$ cat config.mk
export PLATFORM = sky130hd
export DESIGN_NAME = axi2mem_tcdm_arbiter
export DESIGN_NICKNAME = d
export VERILOG_FILES = /design/src/rtl/axi2mem_arb_pkg.sv /design/src/rtl/axi2mem_rr_pick.sv /design/src/rtl/axi2mem_tcdm_arbiter.sv
export SDC_FILE = /design/constraint.sdc
export NUM_CORES = 1
export LEC_CHECK = 0
export BUFFER_PORTS_ARGS = -buffer_cell sky130_fd_sc_hd__buf_2
export CORE_AREA = 2 2 98 100
export CTS_BUF_LIST = sky130_fd_sc_hd__clkbuf_8
export DETAILED_ROUTE_END_ITERATION = 10
export DIE_AREA = 0 0 100 102
export SLEW_MARGIN = 40
export SYNTH_ARGS = -nofsm -noshare
export SYNTH_HDL_FRONTEND = slang
export SYNTH_SLANG_ARGS = --single-unit
$ cat constraint.sdc
create_clock -name clk_i -period 2.88 [get_ports clk_i]
set_input_delay 0.288 -clock clk_i [delete_from_list [all_inputs] [get_ports clk_i]]
set_output_delay 0.288 -clock clk_i [all_outputs]
set_load 0.02 [all_outputs]
$ cat src/rtl/axi2mem_arb_pkg.sv
// rtl/axi2mem_arb_pkg.sv - shared types and widths for the axi2mem TCDM arbiter
package axi2mem_arb_pkg;

   localparam int DEF_ID_WIDTH   = 6;
   localparam int DEF_ADDR_WIDTH = 32;

   localparam logic [1:0] LANES_NONE = 2'b00;
   localparam logic [1:0] LANES_ALL  = 2'b11;

   // Encoding doubles as the owner_o output value.
   typedef enum logic [1:0] {
      OWNER_NONE = 2'b00,
      OWNER_RD   = 2'b01,
      OWNER_WR   = 2'b10
   } owner_e;

   typedef enum logic [1:0] {
      S_IDLE   = 2'b00,
      S_RD_OWN = 2'b01,
      S_WR_OWN = 2'b10
   } state_e;

   // Exactly one lane of a pair active: illegal on a dual-lane beat.
   function automatic logic lanes_split(input logic [1:0] v);
      return (v == 2'b01) || (v == 2'b10);
   endfunction

   function automatic owner_e state_owner(input state_e s);
      case (s)
         S_RD_OWN: return OWNER_RD;
         S_WR_OWN: return OWNER_WR;
         default:  return OWNER_NONE;
      endcase
   endfunction

   function automatic state_e owner_state(input owner_e o);
      case (o)
         OWNER_RD: return S_RD_OWN;
         OWNER_WR: return S_WR_OWN;
         default:  return S_IDLE;
      endcase
   endfunction

endpackage

$ cat src/rtl/axi2mem_rr_pick.sv
// rtl/axi2mem_rr_pick.sv - two-way round-robin chooser between read and write channels
module axi2mem_rr_pick
   import axi2mem_arb_pkg::*;
(
   input  logic [1:0] pend,
   input  owner_e     last_served,
   output owner_e     next_owner
);

   // pend[0] is the read channel, pend[1] the write channel.
   always_comb begin
      next_owner = OWNER_NONE;
      case (pend)
         2'b01:   next_owner = OWNER_RD;
         2'b10:   next_owner = OWNER_WR;
         2'b11:   next_owner = (last_served == OWNER_RD) ? OWNER_WR : OWNER_RD;
         default: next_owner = OWNER_NONE;
      endcase
   end

endmodule

$ cat src/rtl/axi2mem_tcdm_arbiter.sv
// rtl/axi2mem_tcdm_arbiter.sv - burst-granular round-robin share of the dual-lane TCDM command queues
module axi2mem_tcdm_arbiter
   import axi2mem_arb_pkg::*;
#(
   parameter int ID_WIDTH   = DEF_ID_WIDTH,
   parameter int ADDR_WIDTH = DEF_ADDR_WIDTH
) (
   input  logic                    clk_i,
   input  logic                    rst_i,
   input  logic                    rd_pend_i,
   input  logic                    wr_pend_i,
   input  logic [1:0]              rd_trans_req_i,
   input  logic [2*ID_WIDTH-1:0]   rd_trans_id_i,
   input  logic [2*ADDR_WIDTH-1:0] rd_trans_add_i,
   input  logic [1:0]              rd_trans_last_i,
   output logic [1:0]              rd_trans_gnt_o,
   input  logic [1:0]              wr_trans_req_i,
   input  logic [2*ID_WIDTH-1:0]   wr_trans_id_i,
   input  logic [2*ADDR_WIDTH-1:0] wr_trans_add_i,
   input  logic [1:0]              wr_trans_last_i,
   output logic [1:0]              wr_trans_gnt_o,
   output logic [1:0]              trans_req_o,
   output logic [2*ID_WIDTH-1:0]   trans_id_o,
   output logic [2*ADDR_WIDTH-1:0] trans_add_o,
   output logic [1:0]              trans_last_o,
   output logic                    trans_we_o,
   input  logic [1:0]              trans_gnt_i,
   output logic [1:0]              owner_o,
   output logic                    err_o
);

   state_e                  state_q, state_d;
   owner_e                  last_q, last_d;
   owner_e                  owner_cur, pick_last, pick_owner;
   logic                    in_burst_q, in_burst_d;
   logic                    err_q, err_d;
   logic [1:0]              own_req, own_last, other_req;
   logic [2*ID_WIDTH-1:0]   own_id;
   logic [2*ADDR_WIDTH-1:0] own_add;
   logic                    own_pend;
   logic                    err_now, beat, last_beat;

   assign owner_cur = state_owner(state_q);

   // In IDLE neither channel owns the queues, so any request is a violation.
   always_comb begin
      own_req   = LANES_NONE;
      own_last  = LANES_NONE;
      own_id    = '0;
      own_add   = '0;
      own_pend  = 1'b0;
      other_req = LANES_NONE;
      case (state_q)
         S_RD_OWN: begin
            own_req   = rd_trans_req_i;
            own_last  = rd_trans_last_i;
            own_id    = rd_trans_id_i;
            own_add   = rd_trans_add_i;
            own_pend  = rd_pend_i;
            other_req = wr_trans_req_i;
         end
         S_WR_OWN: begin
            own_req   = wr_trans_req_i;
            own_last  = wr_trans_last_i;
            own_id    = wr_trans_id_i;
            own_add   = wr_trans_add_i;
            own_pend  = wr_pend_i;
            other_req = rd_trans_req_i;
         end
         default: begin
            other_req = rd_trans_req_i | wr_trans_req_i;
         end
      endcase
   end

   assign err_now = (other_req != LANES_NONE) || lanes_split(own_req)
                 || ((own_req == LANES_ALL) && lanes_split(own_last));

   assign beat      = (own_req == LANES_ALL) && (trans_gnt_i == LANES_ALL) && !err_now;
   assign last_beat = beat && (own_last == LANES_ALL);

   // At a burst end the finishing owner counts as last served for this pick.
   assign pick_last = last_beat ? owner_cur : last_q;

   axi2mem_rr_pick u_rr_pick (
      .pend        ({wr_pend_i, rd_pend_i}),
      .last_served (pick_last),
      .next_owner  (pick_owner)
   );

   always_comb begin
      state_d    = state_q;
      last_d     = last_q;
      in_burst_d = in_burst_q;
      err_d      = err_q | err_now;
      case (state_q)
         S_IDLE: begin
            state_d = owner_state(pick_owner);
         end
         default: begin
            if (last_beat) begin
               in_burst_d = 1'b0;
               last_d     = owner_cur;
               state_d    = owner_state(pick_owner);
            end else if (beat) begin
               in_burst_d = 1'b1;
            end else if (!in_burst_q && !own_pend) begin
               state_d = S_IDLE;
            end
         end
      endcase
   end

   always_ff @(posedge clk_i) begin
      if (rst_i) begin
         state_q    <= S_IDLE;
         last_q     <= OWNER_WR;
         in_burst_q <= 1'b0;
         err_q      <= 1'b0;
      end else begin
         state_q    <= state_d;
         last_q     <= last_d;
         in_burst_q <= in_burst_d;
         err_q      <= err_d;
      end
   end

   // Outputs are masked while reset is held so nothing leaks from a stale owner.
   assign rd_trans_gnt_o = (!rst_i && (state_q == S_RD_OWN)) ? trans_gnt_i : LANES_NONE;
   assign wr_trans_gnt_o = (!rst_i && (state_q == S_WR_OWN)) ? trans_gnt_i : LANES_NONE;

   assign trans_req_o  = (rst_i || err_now) ? LANES_NONE : own_req;
   assign trans_id_o   = rst_i ? '0 : own_id;
   assign trans_add_o  = rst_i ? '0 : own_add;
   assign trans_last_o = rst_i ? LANES_NONE : own_last;
   assign trans_we_o   = !rst_i && (state_q == S_WR_OWN);
   assign owner_o      = rst_i ? OWNER_NONE : owner_cur;
   assign err_o        = err_q && !rst_i;

endmodule

==> results of run 1 <==
-- metal layers --
| layer | routed length [um] | global-route usage, % | share of wire (%) |
|---|---|---|---|
| met1 | 3833 | 19.82 | 43 |
| met2 | 4412 | 25.68 | 50 |
| met3 | 490 | 1.094 | 5.5 |
| met4 | 141 | 3.583 | 1.6 |
| met5 | 0 | 0 | 0 |
-- Yosys cell counts --
cell type,instances
nor2_1,86
a22oi_1,80
buf_1,12
clkbuf_1,11
nor2b_1,9
ha_1,7
dfxtp_1,6
buf_2,5
inv_1,5
a21oi_1,3
nor3_1,3
a32o_1,2
and2_1,2
and3b_1,2
mux2_1,2
nand3b_1,2
nor2b_4,2
nor3b_1,2
o21ai_0,2
a22o_1,1
mux2i_1,1
nand2b_1,1
nand3_1,1
nor3_4,1
nor4_4,1
nor4b_1,1
o21ai_1,1
o221ai_4,1
or2_2,1
-- flip-flops by register name, indices dropped and copies added, names as in the netlist --
| signal | flops |
|---|---|
| in_burst_q | 1 |
| state_q | 2 |
| err_q | 1 |
| last_q | 2 |
-- final cells by class --
class | instances | share of cell area (%)
Antenna cell | 2 | 0.1657
Multi-Input combinational cell | 214 | 45.44
Tap cell | 111 | 4.598
Clock buffer | 3 | 1.367
Inverter | 5 | 0.6214
Sequential cell | 6 | 3.977
Timing Repair Buffer | 259 | 43.83
-- stage by stage --
| step | setup slack [ns] | instance area, um2 | power, W |
|---|---|---|---|
| 4_1_cts | 0.08031 | 2994 | 0.0005521 |
| 5_1_grt | 0.0006146 | 3020 | 0.0005871 |
| 2_1_floorplan | 0.1924 | 1602 | 0.0002545 |
| 3_3_place_gp | 0.2090 | 2953 | 0.0004122 |
| 6_report | 0.1446 | 3020 | 0.0005538 |
| 3_5_place_dp | 0.08815 | 2953 | 0.0004174 |
-- where the power goes --
group | switching [W] | internal (W)
Sequential | 0.00000207 | 0.0000862
Clock | 0.0000436 | 0.0000904
Combinational | 0.000176 | 0.000156
Total | 0.000222 | 0.000332
-- logic make-up (layout without fill, tap and decap cells) --
logic type,Yosys count,in the layout,share of synthesized area [%]
other,0,2,0
multiplexers,3,3,2.031
AO/OA/AOI/OAI,90,90,42.81
AND/OR/NAND/NOR,114,114,34.06
flip-flops,6,6,7.500
adder cells (fa/ha/maj),7,7,5.469
buffers and inverters,33,267,8.125
-- worst max-delay path, delay by kind of cell (launching register included) --
| kind | cells | cell delay, ns |
|---|---|---|
| AO/OA/AOI/OAI | 4 | 0.85 |
| adder cells (fa/ha/maj) | 2 | 0.57 |
| flip-flops | 1 | 0.38 |
| AND/OR/NAND/NOR | 2 | 0.36 |
| multiplexers | 1 | 0.36 |
| buffers and inverters | 1 | 0.10 |
-- timing repair --
item / CTS / global route
resized for setup: 0 / 3
buffers inserted: 0 / 1
endpoints found under the setup margin: 0 / 4
-- final timing paths --
kind / from / to / slack [ns]
max: state_q[0]$_SDFFE_PP0P_ / state_q[1]$_SDFFE_PP0P_ / 0.14
min: rst_i / err_q$_SDFF_PP0_ / 0.41
max reg2reg: state_q[0]$_SDFFE_PP0P_ / state_q[1]$_SDFFE_PP0P_ / 0.14
min reg2reg: err_q$_SDFF_PP0_ / err_q$_SDFF_PP0_ / 0.47
==> impl_metrics.json, run 1 <==
{
  "clockBufferDepth": 2,
  "fill_cells": 1014,
  "wl_um": 8877,
  "arrival_ns": 2.86,
  "ctsHoldBuffers": 0,
  "track_usage_pct": 14.71,
  "holdPathStages": 2,
  "syn2layout_area_growth_pct": 88.59,
  "hp-class": "in2reg",
  "status": "finished, final reports clean",
  "synth_cells": 253,
  "final_common_cell": "buf_2",
  "synth_nets": 426,
  "row_count": 35,
  "totalNegativeSetupSlack_ns": 0,
  "grt_pass1_wl_um": 12330,
  "clk_latency_ns": 0.23,
  "vias": 2853,
  "timing.hold.ws_ns": 0.4145,
  "seq_area_um2": 120.1,
  "skew_ns": 0.006114,
  "die_h_um": 102,
  "syn_area_mm2": 0.001602,
  "cp_cell_sequence": "inv_1 > ha_2 > a22oi_1 > nor2b_1 > ha_1 > a21oi_2 > o221ai_4 > nor3_4 > mux2_1 > a32o_1",
  "cts_tree": "yes",
  "utilization_pct": 33.16,
  "leakage_nw": 1.578,
  "finalHoldViolations": 0,
  "slew_viol_final": 0,
  "crit_path_max_fanout": 9,
  "gp_congestion": 0.8409,
  "rsz0062_at_grt": "false",
  "grt_max_degree": 56,
  "ant_nets": 0,
  "final_cell_count_no_fill": 600,
  "powerDensity_mw_per_mm2": 183.3,
  "cts.sink_count": 6,
  "dr.pass1.iters": 4,
  "dieArea_mm2": 0.01020,
  "maxSlewHeadroom_pct": 64.47,
  "io_buffers": 253,
  "synth_top_area_share_pct": 37.50,
  "max_freq_ghz": 0.3656,
  "die_width_um": 100,
  "drive_gt1_share_pct": 56.26,
  "reg2reg_depth": 10,
  "setup_viol": 0,
  "numCtsBuffers": 3,
  "clk_pin_slew_ns": 0.04,
  "grt_pass1_vias": 2420,
  "ys_seq_area_share_pct": 7.500,
  "core_area_mm2": 0.009109,
  "post_drt_via_cell_ratio": 4.755,
  "final.min_clock_period_ns": 2.735,
  "cts_root_buf": "clkbuf_8",
  "h-tree-depth": 1,
  "nets": 662,
  "grt_overflow": 0,
  "wl_per_cell_um": 14.80,
  "critPathMaxStageDelay_ns": 0.38,
  "hpwl_um": 7336,
  "ys_ff_latch": 6,
  "place_inst": 594,
  "antenna_found_initial": 2,
  "multi_input_area_mm2": 0.001373,
  "path_class": "reg2reg",
  "worst_pin_slew_ns": 0.5330,
  "drtIter0Drc": 99,
  "synthTopCellsByArea": "a22oi_1 (38%), nor2_1 (20%), dfxtp_1 (7.5%), ha_1 (5.5%), nor2b_1 (3.5%)",
  "drc": 0,
  "ir_drop_uv": 209.8,
  "critPathCaptureType": "flip-flop",
  "maxCapViolations": 0,
  "synth_top_area_cell": "a22oi_1",
  "ys_warn_count": 0,
  "final_cell_mix": "buf_2 (253), nor2_1 (86), a22oi_1 (79), nor2b_1 (9), dfxtp_1 (6)",
  "cpMaxStageDelayCell": "dfxtp_1",
  "ios": 254,
  "synth_cell_types": 29,
  "min_period_over_period_pct": 94.98,
  "avgSynthCellArea_um2": 6.330,
  "initial_core_util_pct": 17.58,
  "start_kind": "flip-flop",
  "required_ns": 3.00
}
(Power assumes the default switching activity.)
==> run 2, diff against run 1 <==
--- a/config.mk
+++ b/config.mk
@@ -5,12 +5,14 @@
 export SDC_FILE = /design/constraint.sdc
 export NUM_CORES = 1
 export LEC_CHECK = 0
+export ABC_AREA = 1
 export BUFFER_PORTS_ARGS = -buffer_cell sky130_fd_sc_hd__buf_2
-export CORE_AREA = 2 2 98 100
+export CORE_AREA = 2 2 100 102
 export CTS_BUF_LIST = sky130_fd_sc_hd__clkbuf_8
 export DETAILED_ROUTE_END_ITERATION = 10
-export DIE_AREA = 0 0 100 102
+export DIE_AREA = 0 0 102 104
 export SLEW_MARGIN = 40
 export SYNTH_ARGS = -nofsm -noshare
 export SYNTH_HDL_FRONTEND = slang
+export SYNTH_HIERARCHICAL = 1
 export SYNTH_SLANG_ARGS = --single-unit
==> run 2 against run 1 <==
  * Final cell count rose by 22%
  * Clock skew up 0.00053 ns
  * Global-route usage shrank 0.49 points
  * Combinational power down 6.9%
  * Wire length shrank 3.6%
  * Clock-buffer cell count unchanged
  * Critical endpoint is now trans_req_o[0]
  * Largest power group unchanged
==> impl_metrics.json, run 2 <==
{
  "status": "finished, final reports clean",
  "maxCapViolations": 0,
  "final_common_cell": "buf_2",
  "h-tree-depth": 1,
  "cts.sink_count": 6,
  "ir_drop_uv": 100.4,
  "r2r-end": "state_q[0]$_SDFFE_PP0P_",
  "reg_top3": "last_q (2), state_q (2)",
  "synth_top_area_cell": "nand2_1",
  "hpwl_um": 7095,
  "switching_share_pct": 40.86,
  "preCtsSetupSlack_ns": 0.1879,
  "synthArstFlopShare_pct": 0,
  "maxSlewHeadroom_pct": 71.04,
  "synth-edff-count": 0,
  "die_width_um": 102,
  "clk_pin_slew_ns": 0.04,
  "totalNegativeSetupSlack_ns": 0,
  "holdPathStages": 2,
  "ant_nets": 0,
  "die_h_um": 104,
  "r2r_slack_ns": 0.23,
  "crit_path_max_fanout": 6,
  "arrival_ns": 2.43,
  "synth_cells": 364,
  "synth_nets": 537,
  "wl_per_cell_um": 11.66,
  "post_drt_via_cell_ratio": 4.313,
  "wl_um": 8559,
  "final.min_clock_period_ns": 2.716,
  "ios": 254,
  "nets": 775,
  "final_cell_mix": "buf_2 (253), nand2_1 (177), a21oi_1 (82), inv_1 (21), nor2_1 (16)",
  "clk_latency_ns": 0.23,
  "ys_ff_latch": 6,
  "slew_viol_final": 0,
  "cts_tree": "yes",
  "core_area_mm2": 0.009549,
  "numCtsBuffers": 3,
  "dieArea_mm2": 0.01061,
  "dr.pass1.iters": 4,
  "antenna_found_initial": 1,
  "gp_congestion": 0.8630,
  "ys_warn_count": 6,
  "r2r-start": "state_q[0]$_SDFFE_PP0P_",
  "min_to": "state_q[1]$_SDFFE_PP0P_",
  "combPwrFrac_pct": 58.5,
  "cts_root_buf": "clkbuf_8",
  "drc": 0,
  "max_freq_ghz": 0.3682,
  "fin_ws_ns": 0.1643,
  "setup_viol": 0,
  "reg2reg_depth": 18,
  "synth_top_area_share_pct": 38.95,
  "io_buffers": 253,
  "utilization_pct": 32.94,
  "vias": 3166,
  "initial_core_util_pct": 17.96,
  "drtIter0Drc": 150,
  "syn_area_mm2": 0.001715,
  "path_class": "reg2out",
  "synth_common_cells": "nand2_1 (178), a21oi_1 (82), inv_1 (23), nor2_1 (16), clkbuf_1 (12)",
  "grt_overflow": 0,
  "hp-class": "in2reg",
  "grt_max_degree": 47,
  "finalHoldViolations": 0,
  "p_clk_share_pct": 24.0,
  "start_kind": "flip-flop",
  "skew_ns": 0.006641,
  "track_usage_pct": 14.22,
  "synth_cell_types": 23,
  "synthTopCellsByArea": "nand2_1 (39%), a21oi_1 (24%), dfxtp_1 (7.0%), ha_1 (5.1%), inv_1 (5.0%)",
  "grt_pass1_wl_um": 12490,
  "drive_gt1_share_pct": 46.17,
  "power_switching_w": 0.0002158,
  "worst_pin_slew_ns": 0.4344,
  "powerDensity_mw_per_mm2": 167.9,
  "required_ns": 2.59,
  "internal-power_w": 0.0003123,
  "min_period_over_period_pct": 94.29,
  "total_power_w": 0.0005281,
  "rsz0062_at_grt": "false",
  "synth_ff_type": "dfxtp_1",
  "grt_pass1_vias": 2718,
  "leakage_nw": 1.679,
  "syn2layout_area_growth_pct": 83.37,
  "p_seq_share_pct": 17.5,
  "avgSynthCellArea_um2": 4.713,
  "worstHoldStart": "rst_i",
  "synth_most_common_cell": "nand2_1",
  "fill_cells": 1105,
  "row_count": 36,
  "clockBufferDepth": 2,
  "critPathCaptureType": "output pin",
  "ys_seq_area_share_pct": 7.002
}
==> run 2: power groups by stage <==
stage          Combinational (W)  Clock [W]  Sequential (W)
6_report                0.000309   0.000127       0.0000926
3_3_place_gp            0.000299          0       0.0000931
5_1_grt                 0.000345   0.000133       0.0000930
3_5_place_dp            0.000304          0       0.0000933
2_1_floorplan           0.000151          0       0.0000925
4_1_cts                 0.000306   0.000129       0.0000921
==> run 2: metal layers <==
| layer | vias up | part of all wire [%] | global-route usage (%) |
|---|---|---|---|
| li1 | 1633 | - | - |
| met3 | 13 | 8.6 | 1.277 |
| met2 | 172 | 48 | 25.85 |
| met1 | 1348 | 41 | 17.48 |
| met5 | - | 0 | 0 |
| met4 | 0 | 2.0 | 4.000 |
==> run 2: cells by family (layout without fill, tap and decap cells) <==
family                     count (synthesis)  in the layout  share of synthesized area, %
adders and majority gates                  7              7                         5.106
DFF                                        6              6                         7.002
other                                      0              1                             0
AOI/OAI and AO/OA                         90             90                         27.13
and+or+nand+nor                          209            209                         48.21
buffers and inverters                     52            288                         12.54
==> run 2: cell type report <==
class,instances,area (um2),share of cell area [%]
clock buffers,3,41.29,1.313
well taps,133,166.4,5.290
inverters,25,95.09,3.023
diodes,1,2.502,0.07955
flip-flops and latches,6,121.4,3.858
repair buffers,260,1319,41.93
multi-input cells,306,1400,44.51
==> run 2: worst max path at each step <==
stage                       startpoint                 endpoint  slack [ns]  cells after the start
6_report       state_q[0]$_SDFFE_PP0P_           trans_req_o[0]        0.16                     11
4_1_cts        state_q[0]$_SDFFE_PP0P_           trans_req_o[0]        0.09                     11
3_3_place_gp   state_q[0]$_SDFFE_PP0P_  state_q[0]$_SDFFE_PP0P_        0.28                     18
3_5_place_dp   state_q[0]$_SDFFE_PP0P_  state_q[0]$_SDFFE_PP0P_        0.19                     18
2_1_floorplan  state_q[1]$_SDFFE_PP0P_           trans_req_o[0]        0.21                     13
5_1_grt        state_q[0]$_SDFFE_PP0P_           trans_req_o[1]        0.01                     11
==> run 2: through the flow <==
| step | std cells | cell area [um2] | hold slack, ns |
|---|---|---|---|
| floorplan | 364 | 1715 | 0.4278 |
| global placement | 729 | 3080 | 0.4682 |
| detailed placement | 729 | 3080 | 0.4742 |
| CTS | 732 | 3122 | 0.3877 |
| global route | 734 | 3146 | 0.4198 |
| finish | 734 | 3146 | 0.3894 |
==> run 2: timing repair <==
action	in CTS	in global routing
endpoints found under the setup margin	0	4
resized for setup	0	5
hold buffers	0	0
buffers inserted	0	1
==> run 2: critical path: stages, from the launching register on <==
cell and delay (ns):
dfxtp_1 0.40, inv_2 0.09, ha_2 0.39, inv_2 0.08, nor2_1 0.11, ha_1 0.23
a21oi_1 0.18, nand2_2 0.10, nor2_4 0.18, nand2_1 0.09, nor3_1 0.15, buf_2 0.19
==> run 3, diff against run 2 <==
--- a/config.mk
+++ b/config.mk
@@ -7,12 +7,12 @@
 export LEC_CHECK = 0
 export ABC_AREA = 1
 export BUFFER_PORTS_ARGS = -buffer_cell sky130_fd_sc_hd__buf_2
-export CORE_AREA = 2 2 100 102
+export CORE_AREA = 2 2 99 101
 export CTS_BUF_LIST = sky130_fd_sc_hd__clkbuf_8
+export CTS_CLUSTER_DIAMETER = 80
 export DETAILED_ROUTE_END_ITERATION = 10
-export DIE_AREA = 0 0 102 104
+export DIE_AREA = 0 0 101 103
 export SLEW_MARGIN = 40
 export SYNTH_ARGS = -nofsm -noshare
 export SYNTH_HDL_FRONTEND = slang
-export SYNTH_HIERARCHICAL = 1
 export SYNTH_SLANG_ARGS = --single-unit
==> run 3 against run 2 <==
  * Design area shrank 2.2%
  * Wire length grew 1.2%
  * Non-clock buffer count shrank 2
  * Critical path type unchanged
  * Largest power group unchanged
==> impl_metrics.json, run 3 <==
{
  "io_buffers": 253,
  "synth_top_area_cell": "nand2_1",
  "leakage_nw": 1.653,
  "preCtsSetupSlack_ns": 0.3983,
  "seq_area_um2": 120.1,
  "critPathCaptureType": "output pin",
  "hpwl_um": 7213,
  "fill_cells": 1080,
  "min_period_over_period_pct": 92.08,
  "final_common_cell": "buf_2",
  "rsz0062_at_grt": "false",
  "gp_congestion": 0.8172,
  "core_area_mm2": 0.009459,
  "ys_seq_area_share_pct": 7.143,
  "wl_per_cell_um": 12.28,
  "synth_nets": 530,
  "syn2layout_area_growth_pct": 82.96,
  "hp-class": "in2reg",
  "clockBufferDepth": 2,
  "syn_area_mm2": 0.001682,
  "crit_path_max_fanout": 7,
  "ant_nets": 0,
  "clk_latency_ns": 0.22,
  "p_clk_share_pct": 23.2,
  "avgSynthCellArea_um2": 4.710,
  "ctsHoldBuffers": 0,
  "ir_drop_uv": 227.2,
  "cts.sink_count": 6,
  "synth_top_area_share_pct": 38.62,
  "synth-edff-count": 0,
  "power_switching_w": 0.0002270,
  "fin_ws_ns": 0.2282,
  "status": "finished, final reports clean",
  "cts_root_buf": "clkbuf_8",
  "reg_top3": "last_q (2), state_q (2)",
  "powerDensity_mw_per_mm2": 177.2,
  "totalNegativeSetupSlack_ns": 0,
  "ys_warn_count": 0,
  "drtIter0Drc": 91,
  "setup_viol": 0,
  "grt_pass1_vias": 2428,
  "drc": 0,
  "grt_overflow": 0,
  "dieArea_mm2": 0.01040,
  "h-tree-depth": 1,
  "synth_ff_type": "dfxtp_1",
  "nets": 766,
  "die_h_um": 103,
  "synthTopCellsByArea": "nand2_1 (39%), a21oi_1 (24%), dfxtp_1 (7.1%), ha_1 (5.2%), inv_1 (4.7%)",
  "cts_tree": "yes",
  "diodes": 0,
  "row_count": 36,
  "clk_pin_slew_ns": 0.03,
  "dr.pass1.iters": 5,
  "initial_core_util_pct": 17.78,
  "switching_share_pct": 41.63,
  "synth_cell_types": 24,
  "worst_pin_slew_ns": 0.7698,
  "arrival_ns": 2.36,
  "p_seq_share_pct": 16.9,
  "grt_max_degree": 51,
  "maxCapViolations": 0,
  "antenna_found_initial": 0,
  "skew_ns": 0.003669,
  "synthArstFlopShare_pct": 0,
  "synth_most_common_cell": "nand2_1",
  "final.min_clock_period_ns": 2.652,
  "grt_pass1_wl_um": 11970,
  "vias": 3116,
  "multi_input_area_mm2": 0.001369,
  "die_width_um": 101,
  "place_inst": 702,
  "timing.hold.ws_ns": 0.3920,
  "start_kind": "flip-flop",
  "final_cell_count_no_fill": 705,
  "final_cell_mix": "buf_2 (253), nand2_1 (172), a21oi_1 (81), inv_1 (21), nor2_1 (17)",
  "post_drt_via_cell_ratio": 4.420,
  "synth_cells": 357,
  "maxSlewHeadroom_pct": 48.50,
  "required_ns": 2.59,
  "ios": 254,
  "slew_viol_final": 0,
  "wl_um": 8659,
  "track_usage_pct": 14.01,
  "cts_setup_buffers": 0,
  "max_freq_ghz": 0.3771,
  "utilization_pct": 32.53,
  "internal-power_w": 0.0003182,
  "drive_gt1_share_pct": 46.19,
  "ys_ff_latch": 6,
  "synth_common_cells": "nand2_1 (173), a21oi_1 (81), inv_1 (21), nor2_1 (17), clkbuf_1 (13)",
  "numCtsBuffers": 3,
  "combPwrFrac_pct": 59.9,
  "path_class": "reg2out",
  "finalHoldViolations": 0
}
[run 3: changes by cell type in the layout (fill, tap and decap cells not counted), sizes merged]
cell | before | now
o211ai | 0 | 1
nand4 | 3 | 2
a21oi | 83 | 84
o21ai | 5 | 4
inv | 24 | 22
nand3 | 4 | 2
diode | 1 | 0
nor2 | 17 | 18
nand2 | 179 | 174
buf | 260 | 258
o22ai | 0 | 1
[run 3: cells by family (layout without fill, tap and decap cells)]
logic type / count (synthesis) / in the layout / share of synthesized area (%)
DFF: 6 / 6 / 7.143
and+or+nand+nor: 202 / 202 / 46.87
AOI/OAI and AO/OA: 92 / 92 / 28.72
adders and majority gates: 7 / 7 / 5.208
buffers and inverters: 50 / 284 / 12.05
[run 3: layer usage]
layer  vias to the layer above  GRT usage, %  share of wire, %  routed length, um
li1                       1603             -                 -                  -
met1                      1361         20.33                46               3948
met2                       148         23.38                47               4109
met3                         4        0.9492               6.3                548
met4                         0         1.767              0.61                 53
met5                         -             0                 0                  0
[run 3: metrics by stage]
step	power, W	cell area (um2)
after floorplan	0.0002560	1682
after global placement	0.0004134	3033
after detailed placement	0.0004198	3033
after CTS	0.0005476	3074
after global routing	0.0005934	3077
final	0.0005452	3077
[run 3: final timing paths]
| check | from | cells after the start | slack [ns] | to |
|---|---|---|---|---|
| min | rd_pend_i | 4 | 0.39 | state_q[1]$_SDFFE_PP0P_ |
| max reg2reg | state_q[0]$_SDFFE_PP0P_ | 17 | 0.52 | state_q[1]$_SDFFE_PP0P_ |
| max | state_q[0]$_SDFFE_PP0P_ | 13 | 0.23 | trans_req_o[0] |
| min reg2reg | err_q$_SDFF_PP0_ | 2 | 0.46 | err_q$_SDFF_PP0_ |
[run 3: worst max-delay path, cell delays in order (launching register included)]
cell	delay (ns)
dfxtp_1	0.33
inv_1	0.12
ha_2	0.24
inv_2	0.09
o21ai_1	0.16
inv_1	0.08
nor2_1	0.09
ha_1	0.24
a21oi_1	0.15
nand2_2	0.08
nor2_4	0.15
nand2_1	0.09
nor3_1	0.14
buf_2	0.19
[run 3: area by class of cell]
class | instances | share of cell area [%]
timing repair buffer | 258 | 42.78
tap | 114 | 4.636
sequential | 6 | 3.904
inverter | 23 | 2.847
multi-input combinational | 301 | 44.49
clock buffer | 3 | 1.342
[run 3: timing repair]
item | CTS | global route
resized for setup | 0 | 2
setup endpoints to repair | 0 | 2
hold endpoints to repair | 0 | 0
[run 3: power by group through the flow]
stage | Sequential (W) | Combinational, W | Clock [W]
after global placement | 0.0000931 | 0.000320 | 0
after global routing | 0.0000926 | 0.000367 | 0.000134
final | 0.0000920 | 0.000327 | 0.000126
after detailed placement | 0.0000932 | 0.000327 | 0
after CTS | 0.0000920 | 0.000329 | 0.000127
after floorplan | 0.0000926 | 0.000163 | 0
